===== src/rtl/msg_streamer_if.sv =====
// Control and character-bus bundle for msg_streamer.
// The master side drives the control inputs and receives the character stream.
// The slave side is the streamer itself.
interface msg_streamer_if #(
    parameter int DATA_W = 8,
    parameter int IW     = 6,
    parameter int DIV_W  = 16
);
    logic              ena;
    logic              start;
    logic              stop;
    logic              loop_mode;
    logic              word_mode;
    logic              advance;
    logic [DIV_W-1:0]  div;
    logic [DATA_W-1:0] data_out;
    logic              data_valid;
    logic [IW-1:0]     idx;
    logic              busy;
    logic              done;
    logic              wrap;

    modport master (
        output ena, start, stop, loop_mode, word_mode, advance, div,
        input  data_out, data_valid, idx, busy, done, wrap
    );

    modport slave (
        input  ena, start, stop, loop_mode, word_mode, advance, div,
        output data_out, data_valid, idx, busy, done, wrap
    );
endinterface


===== src/rtl/msg_streamer.sv =====
// Replays a ROM-held character message onto a parallel bus at a programmable rate.
// Supports one-shot and loop modes, plus a word mode that pauses after each separator.
// All outputs are registered. ena=0 freezes all state and suppresses the strobes.
module msg_streamer #(
    parameter int                  DATA_W   = 8,
    parameter int                  DEPTH    = 64,
    parameter int                  MSG_LEN  = 51,
    parameter int                  DIV_W    = 16,
    parameter logic [DATA_W-1:0]   SEP      = 'h20,
    parameter logic [8*MSG_LEN-1:0] MSG_TEXT =
        "Tajumulco Tacana Acatenango Fuego Santa Maria Agua ",
    localparam int                 IW       = $clog2(DEPTH)
) (
    input  logic          clk,
    input  logic          rst_n,
    msg_streamer_if.slave bus
);

    typedef enum logic [1:0] {IDLE, RUN, HOLD} state_t;

    state_t            state_reg, state_next;
    logic [IW-1:0]     idx_reg, idx_next;
    logic [DIV_W-1:0]  counter_reg, counter_next;
    logic [DIV_W-1:0]  div_lat_reg, div_lat_next;
    logic [DATA_W-1:0] data_out_reg, data_out_next;
    logic              data_valid_reg, data_valid_next;
    logic              done_reg, done_next;
    logic              wrap_reg, wrap_next;
    logic              busy_reg, busy_next;

    // Message ROM: first character of the text lands at index 0, unused entries are 0.
    logic [DATA_W-1:0] rom [DEPTH];

    generate
        for (genvar gi = 0; gi < DEPTH; gi++) begin : g_rom
            if (gi < MSG_LEN) begin : g_used
                assign rom[gi] = DATA_W'(MSG_TEXT[8*(MSG_LEN-1-gi) +: 8]);
            end else begin : g_unused
                assign rom[gi] = '0;
            end
        end
    endgenerate

    // A tick emits one character; it only fires while running and the divider has expired.
    logic tick;
    logic last_char;
    logic is_sep;

    assign tick      = (state_reg == RUN) && (counter_reg == '0);
    assign last_char = (idx_reg == IW'(MSG_LEN - 1));
    assign is_sep    = (rom[idx_reg] == SEP);

    // State and datapath registers with asynchronous reset.
    always_ff @(posedge clk or negedge rst_n) begin
        if (!rst_n) begin
            state_reg      <= IDLE;
            idx_reg        <= '0;
            counter_reg    <= '0;
            div_lat_reg    <= '0;
            data_out_reg   <= '0;
            data_valid_reg <= 1'b0;
            done_reg       <= 1'b0;
            wrap_reg       <= 1'b0;
            busy_reg       <= 1'b0;
        end else begin
            state_reg      <= state_next;
            idx_reg        <= idx_next;
            counter_reg    <= counter_next;
            div_lat_reg    <= div_lat_next;
            data_out_reg   <= data_out_next;
            data_valid_reg <= data_valid_next;
            done_reg       <= done_next;
            wrap_reg       <= wrap_next;
            busy_reg       <= busy_next;
        end
    end

    // Next-state decode; stop always beats start, and one-shot completion beats word pause.
    always_comb begin
        state_next = state_reg;
        if (bus.ena) begin
            case (state_reg)
                IDLE: begin
                    if (bus.start && !bus.stop) state_next = RUN;
                end
                RUN: begin
                    if (bus.stop)                            state_next = IDLE;
                    else if (tick && last_char && !bus.loop_mode) state_next = IDLE;
                    else if (tick && bus.word_mode && is_sep)     state_next = HOLD;
                end
                HOLD: begin
                    if (bus.stop)         state_next = IDLE;
                    else if (bus.advance) state_next = RUN;
                end
                default: state_next = IDLE;
            endcase
        end
    end

    // Datapath and strobe next values; strobes default low so they pulse for one cycle.
    always_comb begin
        idx_next        = idx_reg;
        counter_next    = counter_reg;
        div_lat_next    = div_lat_reg;
        data_out_next   = data_out_reg;
        data_valid_next = 1'b0;
        done_next       = 1'b0;
        wrap_next       = 1'b0;
        if (bus.ena) begin
            case (state_reg)
                IDLE: begin
                    if (bus.start && !bus.stop) begin
                        idx_next     = '0;
                        counter_next = '0;
                        div_lat_next = bus.div;
                    end
                end
                RUN: begin
                    if (bus.stop) begin
                        idx_next = '0;
                    end else if (tick) begin
                        data_out_next   = rom[idx_reg];
                        data_valid_next = 1'b1;
                        counter_next    = div_lat_reg;
                        if (last_char) begin
                            idx_next = '0;
                            if (bus.loop_mode) wrap_next = 1'b1;
                            else               done_next = 1'b1;
                        end else begin
                            idx_next = idx_reg + IW'(1);
                        end
                    end else begin
                        counter_next = counter_reg - DIV_W'(1);
                    end
                end
                HOLD: begin
                    if (bus.stop)         idx_next     = '0;
                    else if (bus.advance) counter_next = '0;
                end
                default: idx_next = '0;
            endcase
        end
        busy_next = (state_next != IDLE);
    end

    assign bus.data_out   = data_out_reg;
    assign bus.data_valid = data_valid_reg;
    assign bus.idx        = idx_reg;
    assign bus.busy       = busy_reg;
    assign bus.done       = done_reg;
    assign bus.wrap       = wrap_reg;

endmodule

===== src/flat_wrapper.sv =====
// flat-port wrapper written by rule: the top's interface ports become plain ports
module msg_streamer_flat 
#(
    parameter int                  DATA_W   = 8,
    parameter int                  DEPTH    = 64,
    parameter int                  MSG_LEN  = 51,
    parameter int                  DIV_W    = 16,
    parameter logic [DATA_W-1:0]   SEP      = 'h20,
    parameter logic [8*MSG_LEN-1:0] MSG_TEXT =
        "                                                   ",
    localparam int                 IW       = $clog2(DEPTH)
)
  (clk, rst_n, bus_ena, bus_start, bus_stop, bus_loop_mode, bus_word_mode, bus_advance, bus_div, bus_data_out, bus_data_valid, bus_idx, bus_busy, bus_done, bus_wrap);
  msg_streamer_if #(.DATA_W(DATA_W), .DIV_W(DIV_W)) bus_i ();
  input  logic clk;
  input  logic rst_n;
  input wire logic [$bits(bus_i.ena)-1:0] bus_ena;
  input wire logic [$bits(bus_i.start)-1:0] bus_start;
  input wire logic [$bits(bus_i.stop)-1:0] bus_stop;
  input wire logic [$bits(bus_i.loop_mode)-1:0] bus_loop_mode;
  input wire logic [$bits(bus_i.word_mode)-1:0] bus_word_mode;
  input wire logic [$bits(bus_i.advance)-1:0] bus_advance;
  input wire logic [$bits(bus_i.div)-1:0] bus_div;
  output wire logic [$bits(bus_i.data_out)-1:0] bus_data_out;
  output wire logic [$bits(bus_i.data_valid)-1:0] bus_data_valid;
  output wire logic [$bits(bus_i.idx)-1:0] bus_idx;
  output wire logic [$bits(bus_i.busy)-1:0] bus_busy;
  output wire logic [$bits(bus_i.done)-1:0] bus_done;
  output wire logic [$bits(bus_i.wrap)-1:0] bus_wrap;
  assign bus_i.ena = bus_ena;
  assign bus_i.start = bus_start;
  assign bus_i.stop = bus_stop;
  assign bus_i.loop_mode = bus_loop_mode;
  assign bus_i.word_mode = bus_word_mode;
  assign bus_i.advance = bus_advance;
  assign bus_i.div = bus_div;
  assign bus_data_out = bus_i.data_out;
  assign bus_data_valid = bus_i.data_valid;
  assign bus_idx = bus_i.idx;
  assign bus_busy = bus_i.busy;
  assign bus_done = bus_i.done;
  assign bus_wrap = bus_i.wrap;
  msg_streamer #(.DATA_W(DATA_W), .DEPTH(DEPTH), .MSG_LEN(MSG_LEN), .DIV_W(DIV_W), .SEP(SEP), .MSG_TEXT(MSG_TEXT)) u_core (.clk(clk), .rst_n(rst_n), .bus(bus_i));
endmodule

===== config.mk =====
export PLATFORM = sky130hd
export DESIGN_NAME = msg_streamer_flat
export DESIGN_NICKNAME = d
export VERILOG_FILES = /design/src/rtl/msg_streamer_if.sv /design/src/rtl/msg_streamer.sv /design/src/flat_wrapper.sv
export SDC_FILE = /design/constraint.sdc
export NUM_CORES = 1
export LEC_CHECK = 0
export ABC_AREA = 1
export BUFFER_PORTS_ARGS = -buffer_cell sky130_fd_sc_hd__buf_4
export CAP_MARGIN = 30
export CORE_MARGIN = 2
export CORE_UTILIZATION = 60
export DETAILED_ROUTE_END_ITERATION = 6
export GPL_ROUTABILITY_DRIVEN = 0
export PLACE_DENSITY = 0.92
export SLEW_MARGIN = 40
export SYNTH_ARGS = -nofsm -noshare
export SYNTH_HDL_FRONTEND = slang
export SYNTH_SLANG_ARGS = --single-unit

===== constraint.sdc =====
create_clock -name clk -period 3.6 [get_ports clk]
set_clock_uncertainty 0.2 [all_clocks]
set_input_delay 0.54 -clock clk [delete_from_list [all_inputs] [get_ports clk]]
set_output_delay 0.54 -clock clk [all_outputs]
set_load 0.01 [all_outputs]

## Yosys cells after proc, flatten, opt, wreduce, memory -nomap -nowiden

Memory sizes are Yosys's and may differ from the RTL's.
Index checks and enable logic that the tools add are counted.

| operators by class | value |
|---|---|
| add/sub/neg operators | 2 |
| magnitude comparators | 1 |
| equal/unequal tests | 10 |
| mux-type cells | 38 |
| bitwise gates (word level) | 2 |
| reductions and logical operators | 16 |

Operators with widths:

| kind | count |
|---|---|
| $mux W16 | 5 |
| $pmux W16 S3 | 1 |
| $mux W6 | 5 |
| $pmux W6 S3 | 1 |
| $logic_not A16 Y1 | 1 |
| $mux W1 | 16 |
| $mux W8 | 2 |
| $sub A16 B1 Y16 const B | 1 |
| $mux W2 | 7 |
| $eq A8 B6 Y1 const B | 1 |
| $ne A2 B2 Y1 const B | 4 |
| $reduce_and A4 Y1 | 2 |
| $ge A7 B7 Y1 const B | 1 |
| $not A6 Y7 | 1 |
| $add A6 B1 Y6 const B | 1 |
| $eq A6 B6 Y1 const B | 1 |
| $logic_and A1 B1 Y1 | 6 |
| $pmux W2 S3 | 1 |
| $reduce_and A6 Y1 | 1 |
| $ne A3 B2 Y1 const B | 1 |
| $reduce_and A3 Y1 | 1 |
| $reduce_bool A3 Y1 | 1 |
| $eq A2 B1 Y1 const B | 1 |
| $eq A2 B2 Y1 const B | 1 |
| other kinds (5) | 6 |

| word-level totals | value |
|---|---|
| bits in registers | 52 |
| memory bits (read-only) | 512 |
| bits of input ports | 24 |
| output and inout port bits | 18 |
| logic and storage cells | 79 |
| memories kept | 1 |

Memory list:

| memory | words | width | rd ports | clocked after memory_dff | wr ports | line | RTL |
|---|---|---|---|---|---|---|---|
| (no name shown) | 64 | 8 | 1 | 0 | 0 | msg_streamer.sv:51 | `assign is_sep = (rom[idx_reg] == SEP);` |

## Depth between registers and ports, before layout

| depth | value |
|---|---|
| depth in word-level cells | 12 |
| gate-level depth with buffers | 12 |
| gate-level depth less buffers | 12 |

## Worst setup path before layout

Ideal clock, no wire load.

| timing path | value |
|---|---|
| path type | reg-to-reg |
| start point | register u_core.counter_reg[0] |
| end point | register u_core.counter_reg[14] |
| library setup time | 0.128 ns |
| arrival | 1.454 ns |
| required time | 3.272 ns |
| path slack | 1.819 ns |
| stages on the path, launching flop included | 9 |
| buffers on the path | 0 |
| period minus slack after synthesis | 1.781 ns |
| cells stage by stage | dfrtp_1 -> inv_1 -> ha_1 -> nand3_1 -> nor3_2 -> nand3_1 -> xor2_1 -> o21ai_1 -> o21ai_0 |

| on the way | value |
|---|---|
| cells in the longest elaborated chain, start to end | 5 |
| elaborated cells on any way between the ends | 6 |
| classes of those cells | add/sub: 1; mux: 3; reduce/logical: 2 |

Ends and longest elaborated chain:

| item | line | RTL |
|---|---|---|
| start: declaration | msg_streamer.sv:23 | `logic [DIV_W-1:0] counter_reg, counter_next;` |
| start signal: assignment | msg_streamer.sv:68 | `counter_reg <= counter_next;` |
| parallel branches: the longest is 2 deep, another holds $sub A16 B1 Y16 | n/a |  |
| $mux W16 * | msg_streamer.sv:121 | `end else if (tick) begin` |
| $mux W16 * | msg_streamer.sv:119 | `if (bus.stop) begin` |
| $pmux W16 S3 * | msg_streamer.sv:110 | `case (state_reg)` |

Every way passes the cells marked *. The select of a mux whose other input is x is not followed.
A chain may end at the register's enable or synchronous reset.

## Final worst setup path

| timing path | value |
|---|---|
| start point | register u_core.counter_reg[0] |
| end point | register u_core.idx_reg[5] (netlist: u_core.bus.idx[5]) |

| on the way | value |
|---|---|
| cells in the longest elaborated chain, start to end | 4 |

Ends and longest elaborated chain:

| item | line | RTL |
|---|---|---|
| $logic_not A16 Y1 | msg_streamer.sv:49 | `assign tick = (state_reg == RUN) && (counter_reg == '0);` |
| $logic_and A1 B1 Y1 | msg_streamer.sv:49 |  |
| $ne A3 B2 Y1 (no source line) | n/a |  |
| $reduce_and A4 Y1 (no source line) | n/a |  |
| end signal: assignment | msg_streamer.sv:67 | `idx_reg <= idx_next;` |
| end: declaration | msg_streamer.sv:22 | `logic [IW-1:0] idx_reg, idx_next;` |

No other way between the ends.

==> metrics <==
Static Leak=0.00153 µW; post-synthesis sequential area ratio=43.6%; row count=23; Post-Place Cell Area=2830 µm²; Distinct cells, synth=37; clock sink total=45; final hold slack=0.0229 ns; PortBufs=34; clk buf depth=2; all-layer global routing usage=22.8%; Die ar.=4850 µm²; Post-route DRC=0; critical path arrival=2.41 ns; Antenna diodes=0; Post-synth EDFFs=0; Warnings, synthesis=0; reg2reg end=u_core.bus.idx[5]; Layout area overhead=13.1%; Slew HR=63.5%; layout cells sized above 1=23.5%; TritonRoute pass-1 iters=5; drt wl/cell=13.2 µm; Detailed Route WL=5.22 mm; FF/Latch Area=1130 µm²; Worst Path Required=3.61 ns; CP Launch Point=u_core.counter_reg[0]; Worst R2R Path Depth=9; FFs w/ async S/R, synth=100%; commonest non-fill, non-tap cell in the layout=dfrtp_1; Fillers=310; Power per Cell Area=634 nW/µm²; worst-skew pair later-pin latency=0.30 ns; CTS Root Cell=clkbuf_8; largest net degree at the start of global routing=46; core area=4090 µm²; cts bufs inserted=5; Final Critical Period=2.40 ns; Setup violations, final=0; Yosys reg bits=45; CP max FO=22; slowest CP cell=nand3_2; CTS-repair resized insts=0; Achievable Freq=416 MHz; Ports=42; Synth Instances=309; Max Transition Viols Final=0; Critical Path Max Stage Delay=0.44 ns; via/cell ratio=5.43; crit end category=flip-flop; worst slew pin tran=0.547 ns; footprint of the multi-input gates=1220 µm²; H-tree levels=2; CP Launch Type=flip-flop; initial antenna violation count=0; syn_area_per_cell=8.37 µm²; CP Cell Sequence=inv_1 -> ha_1 -> nand3_1 -> nor2_1 -> nand3_2 -> nand2_1 -> nand2_2 -> o21ai_1 -> nor3b_1; Main synth FF type=dfrtp_1; Post-Synthesis Cell Area=2580 µm²; setup bufs post-CTS=0; Initial Utilization=63.3%; Die Y=69.6 µm; Post-CTS Hold Fix Bufs=0; maximum VDD drop=419 µV; Top Family by Delay on Critical Path=simple AND/OR/NAND/NOR gates; first-pass GRT wire length=8.80 mm; Die W=69.6 µm; class of the worst hold path=primary input to asynchronous set/reset pin; post-DP HPWL=3.85 mm; Final Cycle Share=66.7%; DR vias=2143; Nets=373; setup total negative slack=0 ns; number of global-route vias before repair=2000; 1st-iter DRT viols=137; post-route cell area=2920 µm²; Hold Violations, Final=0; commonest non-fill, non-tap cells in the layout=45 x dfrtp_1, 43 x nand2_1, 39 x nor2_1; outcome=finished clean; antenna viol nets, final=0; clock-pin slew on the worst setup and hold paths=0.08 ns; Max Cap Violations=0; WP buf/inv=1; FF-to-FF setup slack=1.20 ns; unrepaired setup endpoints after global routing=false; grt ovf=0; Worst Setup Path Type=flip-flop to flip-flop; worst r2r src=u_core.counter_reg[0]; CTS tree=built
## synthesized netlist by cell type (5+ instances only)
cell type | number | area, µm²
mux2_2 | 10 | 113
dfrtp_1 | 45 | 1130
nor3_1 | 7 | 35.0
o21ai_0 | 11 | 55.1
a21oi_1 | 23 | 115
inv_1 | 36 | 135
ha_1 | 5 | 62.6
buf_4 | 7 | 52.6
o211ai_2 | 6 | 75.1
inv_2 | 7 | 26.3
nand3_1 | 14 | 70.1
nor2_1 | 39 | 146
o21ai_1 | 19 | 95.1
nand2_1 | 43 | 161
## cell families after synthesis
group	after synthesis	share of synthesized area, %
buffers and inverters	56	10.1
muxes	10	4.36
and+or+nand+nor	121	22.2
AOI/OAI and AO/OA	66	15.5
DFF	45	43.6
other	1	0.145
adders and majority gates	5	2.42
xor gates and xnor gates	5	1.69
## worst register-to-register path, stage by stage (launching register included)
cell and delay (ns):
dfrtp_1 0.39, inv_1 0.11, ha_1 0.18, nand3_1 0.08, nor2_1 0.13, nand3_2 0.44, nand2_1 0.23, nand2_2 0.18
o21ai_1 0.16, nor3b_1 0.22
## report_power, final
group	internal, µW	switching (µW)
logic	302	501
registers	627	109
clock network	138	177
## area by class of cell
| class | instances | share of cell area, % |
|---|---|---|
| clock buffer | 5 | 2.35 |
| clock inverter | 3 | 0.728 |
| inverter | 43 | 5.52 |
| multi-input combinational | 214 | 41.7 |
| sequential | 45 | 38.5 |
| tap | 50 | 2.14 |
| timing repair buffer | 35 | 8.99 |
## worst max-delay path by stage
stage,to,depth (start not counted)
global placement,u_core.bus.idx[5],9
CTS,u_core.bus.idx[5],9
finish,u_core.bus.idx[5],9
global route,u_core.bus.idx[5],9
floorplan,u_core.counter_reg[14],8
detailed placement,u_core.bus.idx[5],9
## layer usage
layer	vias up	routed length [µm]	GRT usage [%]
met5	-	0	0
met4	0	95	8.97
met3	8	329	5.67
met2	71	2440	37.1
met1	997	2350	29.3
li1	1067	-	-
## through the flow
| stage | instances | utilization (%) | setup slack (ns) | power (µW) |
|---|---|---|---|---|
| 2_1_floorplan | 315 | - | 1.82 | 1360 |
| 3_3_place_gp | 387 | 69.3 | 1.41 | 1500 |
| 3_5_place_dp | 387 | 69.3 | 1.27 | 1530 |
| 4_1_cts | 395 | 71.5 | 1.21 | 1850 |
| 5_1_grt | 395 | 71.5 | 0.956 | 2000 |
| 6_report | 395 | 71.5 | 1.20 | 1850 |
Note: power is estimated with default switching activity, not from simulation.
